## src/rtl/dcache_sa_wt_pkg.sv

```systemverilog
// Shared definitions for the set-associative write-through data cache:
// controller state encoding and address-split width helpers.
package dcache_sa_wt_pkg;

    localparam logic [2:0] ST_IDLE        = 3'd0;
    localparam logic [2:0] ST_LOOKUP      = 3'd1;
    localparam logic [2:0] ST_REFILL_REQ  = 3'd2;
    localparam logic [2:0] ST_REFILL_WAIT = 3'd3;
    localparam logic [2:0] ST_WRITE_REQ   = 3'd4;
    localparam logic [2:0] ST_RESP        = 3'd5;

    function automatic int idx_w(input int sets);
        return $clog2(sets);
    endfunction

    // Byte offset occupies the two low address bits.
    function automatic int tag_w(input int addr_w, input int sets);
        return addr_w - $clog2(sets) - 2;
    endfunction

endpackage

```

## src/rtl/dcache_sa_wt_way.sv

```systemverilog
// One cache way: per-set valid/tag/data storage with an asynchronous read
// port and a byte-strobed write port; valid bits clear on reset or flush.
module dcache_sa_wt_way
    import dcache_sa_wt_pkg::*;
#(
    parameter int  DATA_W = 32,
    parameter int  SETS   = 4,
    parameter int  TAG_W  = 28,
    localparam int IDX_W  = $clog2(SETS),
    localparam int STRB_W = DATA_W / 8
) (
    input  logic              clk,
    input  logic              reset_n,
    input  logic              i_flush,
    input  logic [IDX_W-1:0]  i_ridx,
    output logic              o_valid,
    output logic [TAG_W-1:0]  o_tag,
    output logic [DATA_W-1:0] o_data,
    input  logic              i_we,
    input  logic [IDX_W-1:0]  i_widx,
    input  logic [TAG_W-1:0]  i_wtag,
    input  logic [DATA_W-1:0] i_wdata,
    input  logic [STRB_W-1:0] i_wstrb
);

    logic [SETS-1:0]   r_valid;
    logic [TAG_W-1:0]  r_tag  [SETS];
    logic [DATA_W-1:0] r_data [SETS];

    function automatic logic [DATA_W-1:0] merge_bytes(input logic [DATA_W-1:0] old_w,
                                                      input logic [DATA_W-1:0] new_w,
                                                      input logic [STRB_W-1:0] strb);
        logic [DATA_W-1:0] m;
        m = old_w;
        for (int b = 0; b < STRB_W; b++)
            if (strb[b]) m[8*b +: 8] = new_w[8*b +: 8];
        return m;
    endfunction

    always_ff @(posedge clk) begin
        if (!reset_n)
            r_valid <= '0;
        else if (i_flush)
            r_valid <= '0;
        else if (i_we)
            r_valid[i_widx] <= 1'b1;
    end

    // A refill drives all strobes, so the same path covers fills and store merges.
    always_ff @(posedge clk) begin
        if (i_we) begin
            r_tag[i_widx]  <= i_wtag;
            r_data[i_widx] <= merge_bytes(r_data[i_widx], i_wdata, i_wstrb);
        end
    end

    assign o_valid = r_valid[i_ridx];
    assign o_tag   = r_tag[i_ridx];
    assign o_data  = r_data[i_ridx];

endmodule

```

## src/rtl/dcache_sa_wt.sv

```systemverilog
// Set-associative, write-through, no-write-allocate data cache with
// valid/ready request interfaces to the core and to data memory.
module dcache_sa_wt
    import dcache_sa_wt_pkg::*;
#(
    parameter int ADDR_W = 32,
    parameter int DATA_W = 32,
    parameter int SETS   = 4,
    parameter int WAYS   = 2
) (
    input  logic                clk,
    input  logic                reset_n,
    input  logic                cpu_req_valid,
    output logic                cpu_req_ready,
    input  logic                cpu_req_write,
    input  logic [ADDR_W-1:0]   cpu_addr,
    input  logic [DATA_W-1:0]   cpu_wdata,
    input  logic [DATA_W/8-1:0] cpu_wstrb,
    output logic                cpu_resp_valid,
    output logic [DATA_W-1:0]   cpu_rdata,
    input  logic                flush,
    output logic                mem_req_valid,
    input  logic                mem_req_ready,
    output logic                mem_req_write,
    output logic [ADDR_W-1:0]   mem_addr,
    output logic [DATA_W-1:0]   mem_wdata,
    output logic [DATA_W/8-1:0] mem_wstrb,
    input  logic                mem_resp_valid,
    input  logic [DATA_W-1:0]   mem_rdata,
    output logic                hit,
    output logic                miss
);

    localparam int IDX_W  = idx_w(SETS);
    localparam int TAG_W  = tag_w(ADDR_W, SETS);
    localparam int STRB_W = DATA_W / 8;
    localparam int WAY_W  = (WAYS > 1) ? $clog2(WAYS) : 1;

    logic [2:0]          r_state;
    logic [ADDR_W-3:0]   r_word;
    logic [DATA_W-1:0]   r_wdata;
    logic [STRB_W-1:0]   r_wstrb;
    logic                r_write;
    logic [DATA_W-1:0]   r_rdata;

    logic [IDX_W-1:0]    w_idx;
    logic [TAG_W-1:0]    w_tag;
    logic [WAYS-1:0]     w_way_valid;
    logic [WAYS-1:0]     w_way_hit;
    logic [WAYS-1:0]     w_way_we;
    logic [TAG_W-1:0]    w_way_tag  [WAYS];
    logic [DATA_W-1:0]   w_way_data [WAYS];
    logic [WAYS-1:0]     w_victim_oh;
    logic [WAYS-1:0]     w_rr_oh;
    logic                w_found;
    logic                w_hit;
    logic [DATA_W-1:0]   w_hit_data;
    logic                w_lookup;
    logic                w_flush_now;
    logic                w_fill;
    logic                w_store_hit;
    logic                w_all_valid;
    logic [DATA_W-1:0]   w_way_wdata;
    logic [STRB_W-1:0]   w_way_wstrb;
    logic                w_unused;

    assign w_unused    = ^cpu_addr[1:0];
    assign w_idx       = r_word[IDX_W-1:0];
    assign w_tag       = r_word[ADDR_W-3:IDX_W];
    assign w_lookup    = (r_state == ST_LOOKUP);
    assign w_flush_now = (r_state == ST_IDLE) && flush;
    assign w_fill      = (r_state == ST_REFILL_WAIT) && mem_resp_valid;
    assign w_store_hit = w_lookup && r_write && w_hit;
    assign w_all_valid = &w_way_valid;
    assign w_way_wdata = w_fill ? mem_rdata : r_wdata;
    assign w_way_wstrb = w_fill ? {STRB_W{1'b1}} : r_wstrb;

    for (genvar g = 0; g < WAYS; g++) begin : g_way
        dcache_sa_wt_way #(.DATA_W(DATA_W), .SETS(SETS), .TAG_W(TAG_W)) u_way (
            .clk     (clk),
            .reset_n (reset_n),
            .i_flush (w_flush_now),
            .i_ridx  (w_idx),
            .o_valid (w_way_valid[g]),
            .o_tag   (w_way_tag[g]),
            .o_data  (w_way_data[g]),
            .i_we    (w_way_we[g]),
            .i_widx  (w_idx),
            .i_wtag  (w_tag),
            .i_wdata (w_way_wdata),
            .i_wstrb (w_way_wstrb)
        );
        assign w_way_hit[g] = w_way_valid[g] && (w_way_tag[g] == w_tag);
        assign w_way_we[g]  = (w_store_hit && w_way_hit[g]) || (w_fill && w_victim_oh[g]);
    end

    // At most one way matches, so an OR-reduction acts as the way mux.
    always_comb begin
        w_hit_data = '0;
        for (int w = 0; w < WAYS; w++)
            if (w_way_hit[w]) w_hit_data = w_hit_data | w_way_data[w];
    end
    assign w_hit = |w_way_hit;

    always_comb begin
        w_victim_oh = '0;
        w_found     = 1'b0;
        for (int w = 0; w < WAYS; w++) begin
            if (!w_way_valid[w] && !w_found) begin
                w_victim_oh[w] = 1'b1;
                w_found        = 1'b1;
            end
        end
        if (!w_found) w_victim_oh = w_rr_oh;
    end

    if (WAYS > 1) begin : g_rr
        logic [WAY_W-1:0] r_rr [SETS];

        // Pointer moves only when a valid line was actually evicted.
        always_ff @(posedge clk) begin
            if (!reset_n) begin
                for (int s = 0; s < SETS; s++) r_rr[s] <= '0;
            end else if (w_fill && w_all_valid) begin
                r_rr[w_idx] <= r_rr[w_idx] + 1'b1;
            end
        end

        always_comb begin
            w_rr_oh             = '0;
            w_rr_oh[r_rr[w_idx]] = 1'b1;
        end
    end else begin : g_dm
        assign w_rr_oh = '1;
    end

    always_ff @(posedge clk) begin
        if (!reset_n) begin
            r_state <= ST_IDLE;
            r_rdata <= '0;
        end else begin
            case (r_state)
                ST_IDLE:        if (cpu_req_valid && cpu_req_ready) r_state <= ST_LOOKUP;
                ST_LOOKUP:      if (r_write)    r_state <= ST_WRITE_REQ;
                                else if (w_hit) r_state <= ST_IDLE;
                                else            r_state <= ST_REFILL_REQ;
                ST_REFILL_REQ:  if (mem_req_ready) r_state <= ST_REFILL_WAIT;
                ST_REFILL_WAIT: if (mem_resp_valid) begin
                                    r_rdata <= mem_rdata;
                                    r_state <= ST_RESP;
                                end
                ST_WRITE_REQ:   if (mem_req_ready) r_state <= ST_RESP;
                ST_RESP:        r_state <= ST_IDLE;
                default:        r_state <= ST_IDLE;
            endcase
        end
    end

    always_ff @(posedge clk) begin
        if (cpu_req_valid && cpu_req_ready) begin
            r_word  <= cpu_addr[ADDR_W-1:2];
            r_wdata <= cpu_wdata;
            r_wstrb <= cpu_wstrb;
            r_write <= cpu_req_write;
        end
    end

    assign cpu_req_ready  = (r_state == ST_IDLE) && !flush;
    assign cpu_resp_valid = (w_lookup && !r_write && w_hit) || (r_state == ST_RESP);
    assign cpu_rdata      = w_lookup ? w_hit_data : r_rdata;
    assign hit            = w_lookup && w_hit;
    assign miss           = w_lookup && !w_hit;

    assign mem_req_valid  = (r_state == ST_REFILL_REQ) || (r_state == ST_WRITE_REQ);
    assign mem_req_write  = (r_state == ST_WRITE_REQ);
    assign mem_addr       = {r_word, 2'b00};
    assign mem_wdata      = r_wdata;
    assign mem_wstrb      = r_wstrb;

endmodule
```

## config.mk

```make
export PLATFORM = sky130hd
export DESIGN_NAME = dcache_sa_wt
export DESIGN_NICKNAME = d
export VERILOG_FILES = /design/src/rtl/dcache_sa_wt_pkg.sv /design/src/rtl/dcache_sa_wt_way.sv /design/src/rtl/dcache_sa_wt.sv
export SDC_FILE = /design/constraint.sdc
export NUM_CORES = 1
export LEC_CHECK = 0
export ABC_AREA = 1
export ABC_CLOCK_PERIOD_IN_PS = 3700
export CELL_PAD_IN_SITES_DETAIL_PLACEMENT = 0
export CELL_PAD_IN_SITES_GLOBAL_PLACEMENT = 1
export CORE_UTILIZATION = 45
export DETAILED_ROUTE_END_ITERATION = 16
export PLACE_DENSITY_LB_ADDON = 0.1
export SLEW_MARGIN = 25
export SYNTH_ARGS = -nofsm -noshare
export SYNTH_HDL_FRONTEND = slang
export SYNTH_SLANG_ARGS = --single-unit
```

## constraint.sdc

```tcl
create_clock -name clk -period 3.7 [get_ports clk]
set_clock_uncertainty 0.05 [all_clocks]
set_input_delay 0.37 -clock clk [delete_from_list [all_inputs] [get_ports clk]]
set_output_delay 0.37 -clock clk [all_outputs]
set_load 0.01 [all_outputs]
```

After elaboration in Yosys (flattened, before gate mapping) --
Memories as Yosys holds them, arrays and structs flattened. A register that Yosys moved wholly into a read port is not among the register bits. Cells that the tools add are included.
Word-level totals: bits in registers 110, bits in latches 0, RAM bits 484, ROM bits 0, bits of input ports 107, output and inout port bits 106, word-level logic and storage cells 124, memories 5
Cells by class: add/sub/neg operators 1, multiply operators 0, divide/modulo/power cells 0, order comparisons 4, equality and inequality tests 11, shift operators 0, muxes and demuxes 56, bitwise operators 4, reductions and logical operators 35
Memories:
- g_way[0].u_way.r_data | words 4, bits a word 32, rd ports 1, clocked after Yosys merged registers in 1, wr ports 1, line dcache_sa_wt_way.sv:28 | logic [DATA_W-1:0] r_data [SETS];
- g_way[1].u_way.r_data | words 4, bits a word 32, rd ports 1, clocked after Yosys merged registers in 1, wr ports 1, line dcache_sa_wt_way.sv:28
- g_way[0].u_way.r_tag | words 4, bits a word 28, rd ports 1, clocked after Yosys merged registers in 1, wr ports 1, line dcache_sa_wt_way.sv:27 | logic [TAG_W-1:0] r_tag [SETS];
- g_way[1].u_way.r_tag | words 4, bits a word 28, rd ports 1, clocked after Yosys merged registers in 1, wr ports 1, line dcache_sa_wt_way.sv:27
- g_rr.r_rr | words 4, bits a word 1, rd ports 1, clocked after Yosys merged registers in 1, wr ports 4, line dcache_sa_wt.sv:118 | logic [WAY_W-1:0] r_rr [SETS];
Operators by type and width (number):
- $mux 32 | 4
- $mux 8 | 16
- $eq 28x28->1 | 2
- $or 32x32->32 | 1
- $logic_and 1x1->1 | 20
- $mux 1 | 17
- $mux 2 | 8
- $mux 3 | 5
- $pmux 3 s5 | 1
- $or 4x4->4 | 2
- $eq 3x2->1 const B | 2
- $eq 3x3->1 const B | 2
- $ne 2x2->1 const B | 3
- $bmux 1 s2 | 2
- $logic_not 1->1 | 4
- $logic_or 1x1->1 | 4
- $mux 4 | 1
- $reduce_and 2->1 | 2
- $reduce_and 4->1 | 1
- $reduce_or 2->1 | 2
- $eq 3x1->1 const B | 1
- $logic_not 3->1 | 1
- $lt 2x3->1 const B | 1
- $demux 1 s2 | 1
- 8 further kinds | 8

Longest topological paths before layout --
depth in word-level cells 10, gate-level depth with buffers 19, depth with buffers taken out 17

Hierarchy --
Synthesis repeated with hierarchy kept, for this count alone.
Unflattened totals: cell total of the unflattened synthesis 2753, area, all modules 26477.9 µm²
By module, submodules not included:
- dcache_sa_wt_way | times used 2, cells each 994, area each 10378.7 µm², seq. area each 7287.0 µm²
- dcache_sa_wt | times used 1, cells each 765, area each 5720.5 µm², seq. area each 2842.7 µm²

Least setup slack after synthesis --
OpenSTA, ideal clock, no wires.
path kind register -> register, start point register r_word[0], end point memory g_way[1].u_way.r_data[1][0] (enable), library setup time 0.414 ns, data arrival time 2.885 ns, data required time 3.236 ns, path slack 0.351 ns, cell stages (with the launch flop) 15, buffers on the path 1, clock period less this slack 3.349 ns, cells stage by stage edfxtp_1 buf_2 nor2_1 nand2_1 o21ai_0 nor2_1 nor2_1 nand2_1 nor2_1 nand2_1 nor2_1 nand3_1 o21ai_2 nand2_1 inv_1
On the way: word-level cells in the longest chain between the ends 10, elaborated cells between the ends (all ways) 19, classes of those cells 10 x mux; 9 x reduce/logical
RTL lines:
- start: declaration | line dcache_sa_wt.sv:40 | logic [ADDR_W-3:0] r_word;
- start signal: assignment | line dcache_sa_wt.sv:161 | r_word <= cpu_addr[ADDR_W-1:2];
- $bmux 1 s2 | line dcache_sa_wt_way.sv:57 | assign o_valid = r_valid[i_ridx];
- $mux 1 (not written as such) | line dcache_sa_wt_way.sv:57
- $logic_not 1->1 | line dcache_sa_wt.sv:109 | if (!w_way_valid[w] && !w_found) begin
- $logic_and 1x1->1 | line dcache_sa_wt.sv:109
- $mux 1 | line dcache_sa_wt.sv:109
- $mux 2 | line dcache_sa_wt.sv:114 | if (!w_found) w_victim_oh = w_rr_oh;
- $logic_and 1x1->1 | line dcache_sa_wt.sv:94 | assign w_way_we[g] = (w_store_hit && w_way_hit[g]) || (w_fill && w_victim_oh[g]);
- $logic_or 1x1->1 | line dcache_sa_wt.sv:94
- $mux 1 | line dcache_sa_wt_way.sv:51 | if (i_we) begin
- $mux 1 (not written as such) | line dcache_sa_wt_way.sv:53 | r_data[i_widx] <= merge_bytes(r_data[i_widx], i_wdata, i_wstrb);
- end: declaration | line dcache_sa_wt_way.sv:28
Parallel ways exist; a longest one is shown, timed or not. The select of a mux whose other input is x is not followed.

==> impl_metrics.tcl <==
set metrics [dict create \
    status "completed" \
    whs_ns 0.274 \
    hpwl_um 37100 \
    route.met2.wl_um 32500 \
    fillerInstances 4514 \
    synth_area_leaders "edfxtp_1, nand2_1, dfxtp_1, nand3_1, a32o_1" \
    drv_cap 0 \
    cts.sink_count 596 \
    power_density_mw_per_mm2 540 \
    rsz0062_at_grt "yes" \
    multiInputGateArea_mm2 0.00636 \
    ys_warn_count 0 \
    reg2regPathDepth 20 \
    drcViolationCount 0 \
    synth_top_area_share_pct 67.1 \
    wl_met3_um 2880 \
    seqCellArea_mm2 0.0174 \
    drt-vias-per-instance 5.34 \
    tightestPinTransition_ns 0.911 \
    drive_gt1_share_pct 12.4 \
    clk_pin_slew_ns 0.06 \
    fin_crit_ns 3.59 \
    drt_iter0_markers 1240 \
    core-area_mm2 0.0538 \
    wl_per_cell_um 20.7 \
    cts_tree "built" \
    synthMostInstantiatedCell "nand2_1" \
    hold_buffers 0 \
    stdcell_count 3175 \
    hold_depth 1 \
    fin_util_pct 56.9 \
    fin_crit_sh_pct 97.1 \
    finalSetupViolCount 0 \
    worstSetupPathType "reg2out" \
    initial_core_util_pct 45.6 \
    min_from "cpu_wdata[29]" \
    seq_area_frac_synth_pct 71.0 \
    final_nets 2541 \
    finalWirelength_um 65600 \
    drv_slew 0 \
    met1_length_um 28600 \
    place_congestion 0.810 \
    overflow 0 \
    worst-path-max-fanout 15 \
    firstDrtPassIters 5 \
    synth_enable_flop_cells 548 \
    max_freq_mhz 278 \
    r2r-end "g_way[0].u_way.r_data[2][9]$_DFFE_PP_" \
    dp.cells 3022 \
    synth-main-ff-cell "edfxtp_1" \
    antenna_found_initial 0 \
    leakagePower_nw 11.4 \
    clk-insertion-delay-late_ns 0.59 \
    routed.top_layer "met4" \
    num_vias 16900 \
    synth.largest_area_cell "edfxtp_1" \
    grt_pass1_wl_um 97700 \
    setup_ws_ns 0.109 \
    hold_class "in2reg" \
    pre_cts_ws_ns 0.170 \
    synth.avg_cell_area_um2 11.4 \
    setup_tns_ns 0 \
    rrSetupSlack_ns 0.59 \
    grt_pass1_vias 16700 \
    peakVddDrop_mv 0.367 \
    cts_root_buf "clkbuf_16" \
    ctsLongestPathBuffers 3 \
    drtAntennaViolNets 0 \
    rows 85 \
    slew_headroom_pct 39.2 \
    grt_max_degree 85 \
    crit_arrival_ns 3.17 \
    antennaDiodeCount 0 \
    min_to "mem_wdata[29]$_DFFE_PP_" \
    syn_inst 2152 \
    dieArea_mm2 0.0554 \
    ys_types 31 \
    die_w_um 235 \
    ys_seq_elements 596 \
    port_buffers 208 \
    critPathRequiredTime_ns 3.28 \
    hold_viol 0 \
    syn-cell-area_mm2 0.0245 \
    die_h_um 235 \
    io_pins 213 \
    cts_htree_levels 3 \
    gr-usage-all-layers_pct 23.1 \
    synth_common_cells "nand2_1, edfxtp_1, nand3_1" \
    crit_path_end_kind "primary output" \
    startpoint_type "register" \
    synthArstFlopShare_pct 0 \
    area_growth_syn_to_layout_pct 24.9 \
    cts_buffers 66 \
]
-- sequential cells by signal (all words and copies together), names as in the netlist, named ones only --
name and flops:
g_way.u_way.r_data 256, g_way.u_way.r_valid 8, g_rr.r_rr 4, mem_wdata 32, r_word 30, r_rdata 32, r_state 3, r_write 1
mem_wstrb 4, g_way.u_way.r_tag 224
-- layout by cell type, fill, tap and decap left out, types with 5 or more instances in the layout --
cell type | Yosys | layout
nand2_1 | 752 | 743
edfxtp_1 | 548 | 548
clkdlybuf4s50_1 | 0 | 173
nand3_1 | 152 | 147
a21oi_1 | 108 | 107
o21ai_0 | 116 | 92
inv_1 | 91 | 81
clkbuf_16 | 0 | 77
a32o_1 | 67 | 67
buf_4 | 17 | 65
nor2_1 | 78 | 64
dfxtp_1 | 48 | 46
buf_12 | 0 | 29
o22ai_1 | 33 | 28
clkinv_1 | 1 | 18
buf_2 | 24 | 16
clkbuf_1 | 54 | 14
clkbuf_2 | 0 | 14
o21ai_1 | 1 | 13
o21ai_2 | 1 | 13
buf_6 | 11 | 12
inv_2 | 3 | 10
nand4_1 | 9 | 9
buf_16 | 0 | 9
nor2_2 | 2 | 8
nor2_4 | 0 | 8
nand2_2 | 1 | 8
nand3b_1 | 7 | 7
clkinv_2 | 0 | 6
xor2_1 | 5 | 5
nand3_2 | 0 | 5
o22ai_2 | 0 | 5
or2_2 | 5 | 5
-- final cells by class --
cell class	instances	share of cell area, %
Clock buffer	86	5.94
Clock inverter	27	0.650
Inverter	96	1.23
Multi-Input combinational cell	1344	20.8
Sequential cell	596	56.9
Tap cell	696	2.84
Timing Repair Buffer	329	11.6
Timing Repair inverter	1	0.0286
-- cells by family after synthesis --
| kind of cell | after synthesis | synth area share, % |
|---|---|---|
| and+or+nand+nor | 1009 | 16.5 |
| DFF | 596 | 71.0 |
| AOI/OAI and AO/OA | 328 | 8.27 |
| buffers and inverters | 213 | 4.00 |
| xor gates and xnor gates | 5 | 0.179 |
| other | 1 | 0.0153 |
-- what timing repair did --
action / CTS / global route
setup endpoints to repair: 35 / 35
resized for setup: 101 / 120
buffers inserted: 11 / 13
cloned: 8 / 11
pin swaps: 3 / 19
-- stage by stage --
step                      instance area, um^2  total power [mW]
after floorplan                         24500              9.27
after global placement                  27900              10.3
after detailed placement                27900              10.3
after CTS                               30300              16.6
after global routing                    30600              17.2
final                                   30600              16.5
-- layer usage --
metal  vias to the layer above  global-route usage (%)
met5                         -                       0
met4                         0                    7.15
met3                        95                    3.53
met2                       392                    39.1
met1                      8300                    30.8
li1                       8156                       -
-- power breakdown --
part | internal, mW | leakage, nW | total [mW] | switching, mW
Sequential | 7.58 | 5.34 | 7.68 | 0.106
Clock | 3.65 | 0.982 | 6.19 | 2.54
Combinational | 1.06 | 5.11 | 2.65 | 1.59
-- how the worst max path moves through the flow --
stage          slack [ns]                                    end
2_1_floorplan        0.35  g_way[1].u_way.r_data[1][0]$_DFFE_PP_
3_3_place_gp         0.20                           cpu_rdata[2]
3_5_place_dp         0.17                          cpu_rdata[26]
4_1_cts             -0.04                          cpu_rdata[31]
5_1_grt              -0.1                          cpu_rdata[11]
6_report             0.11                          cpu_rdata[20]
-- worst max-delay path: stages, from the launching register on --
cell and delay, ns:
dfxtp_4 0.42, buf_6 0.16, buf_12 0.12, clkbuf_16 0.17, nand2_1 0.07, nand3_1 0.09
nand3_1 0.10, nand4_1 0.17, nor2_1 0.14, nand2_1 0.10, nor2_4 0.22, nand2_8 0.13
buf_6 0.18, nor2_1 0.09, o22ai_1 0.09, inv_1 0.06, dlygate4sd2_1 0.26
(Power assumes the default switching activity.)
